## config.mk

```make
export PLATFORM = sky130hd
export DESIGN_NAME = ptr_alloc_arb
export DESIGN_NICKNAME = d
export VERILOG_FILES = /design/src/rtl/ptr_alloc_arb.sv
export SDC_FILE = /design/constraint.sdc
export NUM_CORES = 1
export LEC_CHECK = 0
export CORE_UTILIZATION = 35
export CTS_BUF_LIST = sky130_fd_sc_hd__clkbuf_4
export CTS_CLUSTER_SIZE = 8
export DETAILED_ROUTE_END_ITERATION = 7
export GPL_TIMING_DRIVEN = 0
export RECOVER_POWER = 25
export SLEW_MARGIN = 20
export SYNTH_ARGS = -nofsm -noshare
export SYNTH_HDL_FRONTEND = slang
export SYNTH_SLANG_ARGS = --single-unit
```

## constraint.sdc

```tcl
create_clock -name clk -period 3.7 [get_ports clk]
set_input_delay 0.555 -clock clk [delete_from_list [all_inputs] [get_ports clk]]
set_output_delay 0.555 -clock clk [all_outputs]
set_load 0.005 [all_outputs]
```

## src/rtl/ptr_alloc_arb.sv

```systemverilog
// Free-cell pointer allocator for a shared buffer: round-robin allocation and release
// arbitration, pointer recycling through an external show-ahead FIFO, and double-free detection.
module ptr_alloc_arb #(
    parameter  int NUM_PORTS = 4,
    parameter  int DEPTH     = 8,
    parameter  int LOW_WM    = 2,
    localparam int PTR_W     = $clog2(DEPTH),
    localparam int CNT_W     = $clog2(DEPTH + 1)
) (
    input  logic                       clk,
    input  logic                       rst_n,
    input  logic [NUM_PORTS-1:0]       alloc_req,
    output logic [NUM_PORTS-1:0]       alloc_gnt,
    output logic [PTR_W-1:0]           alloc_ptr,
    input  logic [NUM_PORTS-1:0]       rel_req,
    input  logic [NUM_PORTS*PTR_W-1:0] rel_ptr,
    output logic [NUM_PORTS-1:0]       rel_ack,
    output logic                       fifo_rd,
    output logic                       fifo_wr,
    output logic [PTR_W-1:0]           fifo_wdata,
    input  logic [PTR_W-1:0]           fifo_rdata,
    input  logic                       fifo_empty,
    input  logic                       fifo_full,
    output logic [CNT_W-1:0]           free_cnt,
    output logic                       low_wm,
    output logic                       err_dfree
);

    localparam int              RR_W     = (NUM_PORTS > 1) ? $clog2(NUM_PORTS) : 1;
    localparam logic [RR_W-1:0] LAST_P   = RR_W'(NUM_PORTS - 1);
    localparam logic [CNT_W-1:0] DEPTH_C = CNT_W'(DEPTH);
    localparam logic [CNT_W-1:0] LOW_WM_C = CNT_W'(LOW_WM);

    logic [NUM_PORTS-1:0] alloc_gnt_q, alloc_gnt_d;
    logic [PTR_W-1:0]     alloc_ptr_q, alloc_ptr_d;
    logic [NUM_PORTS-1:0] rel_ack_q, rel_ack_d;
    logic [RR_W-1:0]      alloc_rr_q, alloc_rr_d;
    logic [RR_W-1:0]      rel_rr_q, rel_rr_d;
    logic [DEPTH-1:0]     in_use_q, in_use_d;
    logic [CNT_W-1:0]     free_cnt_q, free_cnt_d;
    logic                 low_wm_q, low_wm_d;
    logic                 err_q, err_d;

    logic [PTR_W-1:0]     rel_ptr_arr [NUM_PORTS];
    logic [NUM_PORTS-1:0] alloc_elig, rel_elig;
    logic                 alloc_found, rel_found;
    logic [RR_W-1:0]      alloc_win, rel_win;
    logic [PTR_W-1:0]     rel_sel_ptr;
    logic                 rel_valid, pop;

    genvar gi;
    generate
        for (gi = 0; gi < NUM_PORTS; gi++) begin : g_rel_unpack
            assign rel_ptr_arr[gi] = rel_ptr[gi*PTR_W +: PTR_W];
        end
    endgenerate

    // A port granted/acked last cycle sits out one cycle so a held level is not double-served.
    assign alloc_elig = alloc_req & ~alloc_gnt_q;
    assign rel_elig   = rel_req & ~rel_ack_q;

    always_comb begin : rr_pick
        int               a_idx;
        int               r_idx;
        logic [RR_W-1:0]  a_sel;
        logic [RR_W-1:0]  r_sel;
        alloc_found = 1'b0;
        alloc_win   = '0;
        rel_found   = 1'b0;
        rel_win     = '0;
        a_idx       = 0;
        r_idx       = 0;
        a_sel       = '0;
        r_sel       = '0;
        for (int i = 0; i < NUM_PORTS; i++) begin
            a_idx = int'(alloc_rr_q) + i;
            if (a_idx >= NUM_PORTS) a_idx = a_idx - NUM_PORTS;
            a_sel = RR_W'(a_idx);
            if (!alloc_found && alloc_elig[a_sel]) begin
                alloc_found = 1'b1;
                alloc_win   = a_sel;
            end
            r_idx = int'(rel_rr_q) + i;
            if (r_idx >= NUM_PORTS) r_idx = r_idx - NUM_PORTS;
            r_sel = RR_W'(r_idx);
            if (!rel_found && rel_elig[r_sel]) begin
                rel_found = 1'b1;
                rel_win   = r_sel;
            end
        end
    end

    assign rel_sel_ptr = rel_ptr_arr[rel_win];
    assign rel_valid   = rel_found && in_use_q[rel_sel_ptr] && !fifo_full;
    assign pop         = alloc_found && !fifo_empty;

    // Strobes are gated by reset so the FIFO, reset alongside, never sees a stray pop/push.
    assign fifo_rd    = rst_n & pop;
    assign fifo_wr    = rst_n & rel_valid;
    assign fifo_wdata = rel_sel_ptr;

    always_comb begin
        alloc_gnt_d = '0;
        alloc_ptr_d = alloc_ptr_q;
        alloc_rr_d  = alloc_rr_q;
        rel_ack_d   = '0;
        rel_rr_d    = rel_rr_q;
        in_use_d    = in_use_q;
        free_cnt_d  = free_cnt_q;
        err_d       = err_q;
        if (pop) begin
            alloc_gnt_d[alloc_win] = 1'b1;
            alloc_ptr_d            = fifo_rdata;
            alloc_rr_d             = (alloc_win == LAST_P) ? '0 : alloc_win + 1'b1;
        end
        if (rel_found) begin
            rel_ack_d[rel_win] = 1'b1;
            rel_rr_d           = (rel_win == LAST_P) ? '0 : rel_win + 1'b1;
            if (!rel_valid) err_d = 1'b1;
        end
        if (rel_valid) in_use_d[rel_sel_ptr] = 1'b0;
        if (pop)       in_use_d[fifo_rdata]  = 1'b1;
        if (pop && !rel_valid && free_cnt_q != '0)
            free_cnt_d = free_cnt_q - 1'b1;
        else if (rel_valid && !pop && free_cnt_q != DEPTH_C)
            free_cnt_d = free_cnt_q + 1'b1;
        low_wm_d = (free_cnt_d <= LOW_WM_C);
    end

    always_ff @(posedge clk or negedge rst_n) begin
        if (!rst_n) begin
            alloc_gnt_q <= '0;
            alloc_ptr_q <= '0;
            rel_ack_q   <= '0;
            alloc_rr_q  <= '0;
            rel_rr_q    <= '0;
            in_use_q    <= '0;
            free_cnt_q  <= DEPTH_C;
            low_wm_q    <= (DEPTH <= LOW_WM);
            err_q       <= 1'b0;
        end else begin
            alloc_gnt_q <= alloc_gnt_d;
            alloc_ptr_q <= alloc_ptr_d;
            rel_ack_q   <= rel_ack_d;
            alloc_rr_q  <= alloc_rr_d;
            rel_rr_q    <= rel_rr_d;
            in_use_q    <= in_use_d;
            free_cnt_q  <= free_cnt_d;
            low_wm_q    <= low_wm_d;
            err_q       <= err_d;
        end
    end

    assign alloc_gnt = alloc_gnt_q;
    assign alloc_ptr = alloc_ptr_q;
    assign rel_ack   = rel_ack_q;
    assign free_cnt  = free_cnt_q;
    assign low_wm    = low_wm_q;
    assign err_dfree = err_q;

endmodule
```

# After elaboration in Yosys (flattened, before gate mapping)
# Index checks and enable logic that the tools add are counted.
dict set report totals {
  output_inout_bits 22
  elab_cells 157
  mem_bits_ro 0
  ramBits 0
  latchBits 0
  in_bits 27
  ff_bits 29
  memories 0
}
dict set report classes {
  shifts 0
  order_cmp 26
  n_bitwise 11
  n_div 0
  multipliers 0
  muxes 61
  reduce_logical 29
  add_sub_neg 18
  n_eq_ne 3
}
# operator n
set ops {}
lappend ops {{2-to-1 mux 2 bit} 18}
lappend ops {{less-than comparator 2 x 3 -> 1 bit, second input constant} 10}
lappend ops {{greater-or-equal comparator 3 bit, second input constant} 7}
lappend ops {{2-to-1 mux 1 bit} 21}
lappend ops {{logical AND 1 bit} 17}
lappend ops {{binary-select mux 1 bit (select 2 bit)} 8}
lappend ops {{2-to-1 mux 4 bit} 4}
lappend ops {{2-to-1 mux 8 bit} 2}
lappend ops {{subtractor 2 x 1 -> 2 bit, second input constant} 8}
lappend ops {{adder 2 x 2 -> 3 bit, second input constant} 4}
lappend ops {{zero test 1 bit} 10}
lappend ops {{bitwise AND 4 bit} 2}
lappend ops {{bitwise AND 8 bit} 1}
lappend ops {{less-than comparator 3 x 4 -> 1 bit, second input constant} 2}
lappend ops {{NOT 4 bit} 2}
lappend ops {{NOT 8 bit} 1}
lappend ops {{bitwise OR 8 bit} 1}
lappend ops {{adder 2 x 1 -> 3 bit, second input constant} 2}
lappend ops {{binary-select mux 3 bit (select 2 bit)} 1}
lappend ops {{demux 1 bit (select 3 bit)} 2}
lappend ops {{greater-or-equal comparator 2 x 3 -> 1 bit, second input constant} 2}
lappend ops {{greater-or-equal comparator 3 x 1 -> 1 bit, second input constant} 2}
lappend ops {{2-to-1 mux 3 bit} 2}
lappend ops {{adder 2 x 1 -> 2 bit, second input constant} 2}
lappend ops {{other kinds (13)} 17}

# Longest topological paths before layout
dict set report depth {
  word_depth 27
  depth_mapped 14
  depth_no_buf 12
}

# Worst setup path before layout
# Ideal clock, no wire load.
dict set report synth_timing {
  path_kind {input-to-output}
  startpoint {input rel_req[3]}
  endpoint {output fifo_wr}
  path_slack_ns 0.543
  t_required_ns 3.145
  n_path_buf 2
  path_stages 11
  t_arrival_ns 2.602
  path_cell_list {nor2b_4 -> o21ai_1 -> a21oi_4 -> inv_4 -> a211o_1 -> and2_1 -> buf_6 -> a311oi_2 -> o221ai_4 -> buf_6 -> nor2_1}
}
dict set report synth_via {
  elab_chain_cells 22
  elab_cells_between_ends 32
  classes_between {mux: 21; bitwise: 3; reduce/logical: 8}
}
# element line
set synth_rtl {}
lappend synth_rtl {{from (decl)} 15} ;# input logic [NUM_PORTS-1:0] rel_req,
lappend synth_rtl {{bitwise AND 4 bit *} 60} ;# assign rel_elig = rel_req & ~rel_ack_q;
lappend synth_rtl {{binary-select mux 1 bit (select 2 bit)} 86} ;# if (!rel_found && rel_elig[r_sel]) begin
lappend synth_rtl {{2-to-1 mux 1 bit (implied by the code)} 86}
lappend synth_rtl {{2-to-1 mux 1 bit} 86}
lappend synth_rtl {{zero test 1 bit} 86}
lappend synth_rtl {{logical AND 1 bit} 86}
lappend synth_rtl {{2-to-1 mux 1 bit} 86}
lappend synth_rtl {{zero test 1 bit} 86}
lappend synth_rtl {{[... 5 more ...]} -}
lappend synth_rtl {{NOT 2 -> 3 bit (implied by the code) *} 93} ;# assign rel_sel_ptr = rel_ptr_arr[rel_win];
lappend synth_rtl {{binary-select mux 3 bit (select 2 bit) *} 93}
lappend synth_rtl {{2-to-1 mux 3 bit (implied by the code) * (2 in series)} 93}
lappend synth_rtl {{via fifo_wdata[0]} 20} ;# output logic [PTR_W-1:0] fifo_wdata,
lappend synth_rtl {{binary-select mux 1 bit (select 3 bit) *} 94} ;# assign rel_valid = rel_found && in_use_q[rel_sel_ptr] && !fifo_full;
lappend synth_rtl {{2-to-1 mux 1 bit (implied by the code) *} 94}
lappend synth_rtl {{logical AND 1 bit * (2 in series)} 94}
lappend synth_rtl {{bitwise AND 1 bit *} 99} ;# assign fifo_wr = rst_n & rel_valid;
lappend synth_rtl {{to (decl)} 19} ;# output logic fifo_wr,
# Mark *: on every way through the listed nets, which the timed path passes. The rest lies on a longest branch. The select of a mux whose other input is x is not followed.

# Worst setup path after layout
dict set report layout_timing {
  startpoint {input rel_req[3]}
  endpoint {output fifo_wr}
}
dict set report layout_via {
  elab_chain_cells 22
  elab_cells_between_ends 32
  classes_between {mux: 21; bitwise: 3; reduce/logical: 8}
}
# element line
set layout_rtl {}
lappend layout_rtl {{bitwise AND 4 bit *} 60}
lappend layout_rtl {{binary-select mux 1 bit (select 2 bit)} 86}
lappend layout_rtl {{2-to-1 mux 1 bit (implied by the code)} 86}
lappend layout_rtl {{2-to-1 mux 1 bit} 86}
lappend layout_rtl {{zero test 1 bit} 86}
lappend layout_rtl {{logical AND 1 bit} 86}
lappend layout_rtl {{2-to-1 mux 1 bit} 86}
lappend layout_rtl {{zero test 1 bit} 86}
lappend layout_rtl {{[... 4 more ...]} -}
lappend layout_rtl {{2-to-1 mux 2 bit} 86}
lappend layout_rtl {{NOT 2 -> 3 bit (implied by the code)} 93}
lappend layout_rtl {{binary-select mux 3 bit (select 2 bit)} 93}
lappend layout_rtl {{2-to-1 mux 3 bit (implied by the code) (2 in series)} 93}
lappend layout_rtl {{binary-select mux 1 bit (select 3 bit)} 94}
lappend layout_rtl {{2-to-1 mux 1 bit (implied by the code)} 94}
lappend layout_rtl {{logical AND 1 bit * (2 in series)} 94}
lappend layout_rtl {{bitwise AND 1 bit *} 99}
# Every way passes the cells marked *; elsewhere a longest branch is shown, timed or not. The select of a mux whose other input is x is not followed.

==> impl_metrics.yaml <==
timing:
  tns_ns: 0
  period_minus_slack_ns: 3.602
  worst_pin_slew_ns: 1.588
  drv_slew: 31
  min_period_over_period_pct: 97.36
  slew_headroom_pct: -5.840
  fmax_ghz: 0.2776
  setup_viol: 0
  final_hold_viol_count: 0
  skew_ns: 0.004856
drt:
  totalWireLength_um: 4921
  drc: 0
  drt_iter0_markers: 59
  first_pass_iters: 4
  ant_nets: 0
  routed_via_density: 5.119
  wl_per_cell_um: 13.98
  via_count: 1802
finish:
  antenna_cells: 0
  fin_util_pct: 51.53
  multi_input_area_um2: 1266
  drive_gt1_share_pct: 23.93
  fill_cells: 520
  layout.cells.non_filler: 352
  nNetsFinal: 316
  area_growth_pct: 42.64
  seq_area_um2: 726.9
critical_path:
  crit_buf_inv: 6
  worstSetupPathType: "in2out"
  end_kind: "primary output"
  slowest_stage: "clkdlybuf4s50_1"
  critPathMaxStageDelay_ns: 0.48
  timing.rr.start: "rel_rr_q[1]$_DFFE_PN0P_"
  worstPathArrival_ns: 3.05
  crit_fanout: 5
  critPathTopFamily: "compound AO/OA/AOI/OAI gates"
  path_cells: "clkdlybuf4s50_1 > nor2b_4 > buf_4 > buf_6 > o211a_4 > inv_4 > a211o_4 > buf_4 > a2111oi_4 > a311oi_4 > o221ai_4 > nor2_1 > buf_2"
  r2r_cells: 12
  worst_path_most_repeated_cell: "buf_4"
  cp.required_ns: 3.14
  reg2reg_setup_slack_ns: 0.43
  start_kind: "input port"
  r2r-end: "low_wm$_DFF_PN0_"
synth:
  avgSynthCellArea_um2: 9.611
  synthFlopType: "dfrtp_1"
  yosysTopAreaCellShare_pct: 35.22
  ys_seq_area_share_pct: 36.54
  postSynthCellCount: 207
  synth-edff-count: 0
  ys_warn_count: 0
  syn_nets: 244
  ys_ff_latch: 29
  synth_top_cells_by_area: "dfrtp_1 35%, ha_1 6.3%, and2_1 3.5%"
  netlist_area_um2: 1989
  synth.distinct_cells: 57
  yosysTopAreaCell: "dfrtp_1"
  synthArstFlopShare_pct: 100.0
place:
  hpwl_um: 3458
  dp.cells: 327
  gp_congestion: 0.8086
  io_buffers: 48
min_path:
  hold_end: "err_dfree$_DFFE_PN0P_"
  worstHoldStart: "err_dfree$_DFFE_PN0P_"
  hold_path_class: "reg2reg"
  hold_depth: 1
cts:
  clockRootBuffer: "clkbuf_4"
  clkTransAtPathRegs_ns: 0.10
  cts_max_path_buffers: 2
  cts_sinks: 29
  cts_tree: "yes"
  ctsHtreeMaxLevel: 2
  clock_latency_ns: 0.33
  cts_buffers: 5
global_routing:
  grt_usage_pct: 17.61
  grt_pass1_vias: 1844
  grt_overflow: 0
  antenna_found_initial: 0
  grt_max_degree: 31
  grt_pass1_wl_um: 8459
die:
  row_count: 27
  die_y_um: 77.39
  dieArea_um2: 5989
  start_util_pct: 36.13
  fp.coreArea_um2: 5507
  io_pins: 49
  die_x_um: 77.39
pwr:
  p_leak_uw: 0.001150
  powerDensity_nw_per_um2: 820.5
  peakVddDrop_mv: 0.3935
  power.total_uw: 2328
job:
  cap_violations: 1
status:
  status: "finished with violations"
  violations: "capacitance limit, slew limit"
metrics by stage:
| stage | hold slack, ns | area, µm² | worst slack (ns) |
|---|---|---|---|
| floorplan | 0.2594 | 1989 | 0.5428 |
| global placement | 0.4622 | 2560 | -0.7200 |
| detailed placement | 0.4681 | 2555 | -0.7375 |
| CTS | 0.2767 | 2796 | 0.06805 |
| global route | 0.5041 | 2838 | -0.006995 |
| finish | 0.4775 | 2838 | 0.09786 |
worst max path at each step:
stage,from,endpoint,slack [ns],depth (start not counted)
2_1_floorplan,rel_req[3],fifo_wr,0.54,11
3_3_place_gp,rel_req[3],fifo_wr,-0.72,13
3_5_place_dp,rel_req[3],fifo_wr,-0.74,13
4_1_cts,rel_req[3],fifo_wr,0.07,13
5_1_grt,rel_req[3],fifo_wr,-0.007,13
6_report,rel_req[3],fifo_wr,0.1,13
timing repair:
| item | CTS | global route |
|---|---|---|
| buffers inserted | 13 | 5 |
| pin swaps | 8 | 6 |
| resized for setup | 18 | 3 |
| endpoints found under the setup margin | 1 | 1 |
| hold buffers | 0 | 0 |
area by class of cell:
class | count | share of cell area (%)
timing repair buffer | 66 | 21.56
clock buffer | 6 | 1.587
tap | 72 | 3.175
inverter | 15 | 2.293
clock inverter | 2 | 0.3527
sequential | 29 | 25.62
multi-input combinational | 159 | 44.62
buffer | 3 | 0.7937
sequential cells by signal (all words and copies together), names as in the netlist:
| name | flops |
|---|---|
| alloc_gnt | 4 |
| alloc_ptr | 3 |
| alloc_rr_q | 2 |
| err_dfree | 1 |
| free_cnt | 4 |
| in_use_q | 8 |
| low_wm | 1 |
| rel_ack | 4 |
| rel_rr_q | 2 |
worst reg2reg max path: stages, from the launching register on:
cell       delay [ns]
dfrtp_1          0.51
nor4b_2          0.33
a31oi_2          0.07
o211a_4          0.19
a211o_4          0.28
buf_4            0.14
a2111oi_4        0.39
a311oi_4         0.07
o221ai_4         0.29
buf_4            0.22
mux4_2           0.51
o21ai_2          0.10
a211oi_2         0.06
placed cells by master, fill, tap and decap left out, drive strengths merged, types with 9 or more instances in the layout:
| master | Yosys | routed |
|---|---|---|
| clkdlybuf4s50 | 0 | 46 |
| dfrtp | 28 | 28 |
| buf | 3 | 21 |
| o21ai | 20 | 20 |
| nand2 | 17 | 17 |
| inv | 15 | 14 |
| nor2 | 12 | 12 |
| and2 | 11 | 11 |
| ha | 10 | 10 |
| nand2b | 10 | 10 |
| a21oi | 9 | 9 |
power by group:
group          internal [µW]  switching [µW]  total (µW)
Sequential               446             125         571
Clock                   79.6             114         193
Combinational            800             763        1560
synth_stat cells (2+ instances only):
cell	instances
nor2_1	12
o21ai_0	11
a311oi_2	2
or2_2	2
o21a_1	2
o21ai_1	6
o31ai_2	2
buf_6	2
nor3_1	3
o21ai_2	3
dfrtp_1	28
o211ai_1	5
inv_1	13
mux2i_1	4
a31oi_1	4
nand3_1	8
mux2_2	2
o22ai_1	2
and2_1	11
o31ai_1	5
nand2b_1	10
nor2b_1	2
a21oi_1	8
nand2_1	16
inv_4	2
o211a_1	2
ha_1	10
kinds of logic after synthesis:
| logic type | count (synthesis) | share of synthesized area (%) |
|---|---|---|
| buffers and inverters | 19 | 4.780 |
| AOI/OAI and AO/OA | 69 | 28.30 |
| and+or+nand+nor | 72 | 19.37 |
| muxes | 7 | 4.277 |
| DFF | 29 | 36.54 |
| xor gates and xnor gates | 1 | 0.4403 |
| adders and majority gates | 10 | 6.289 |
per-layer routing:
layer  track usage, %  vias to the layer above  part of all wire, %
met1            23.10                      854                   47
met4            6.792                        0                  1.8
met2            28.14                       51                   46
li1                 -                      888                    -
met5                0                        -                    0
met3            3.882                        9                  5.0
(Power assumes the default switching activity.)
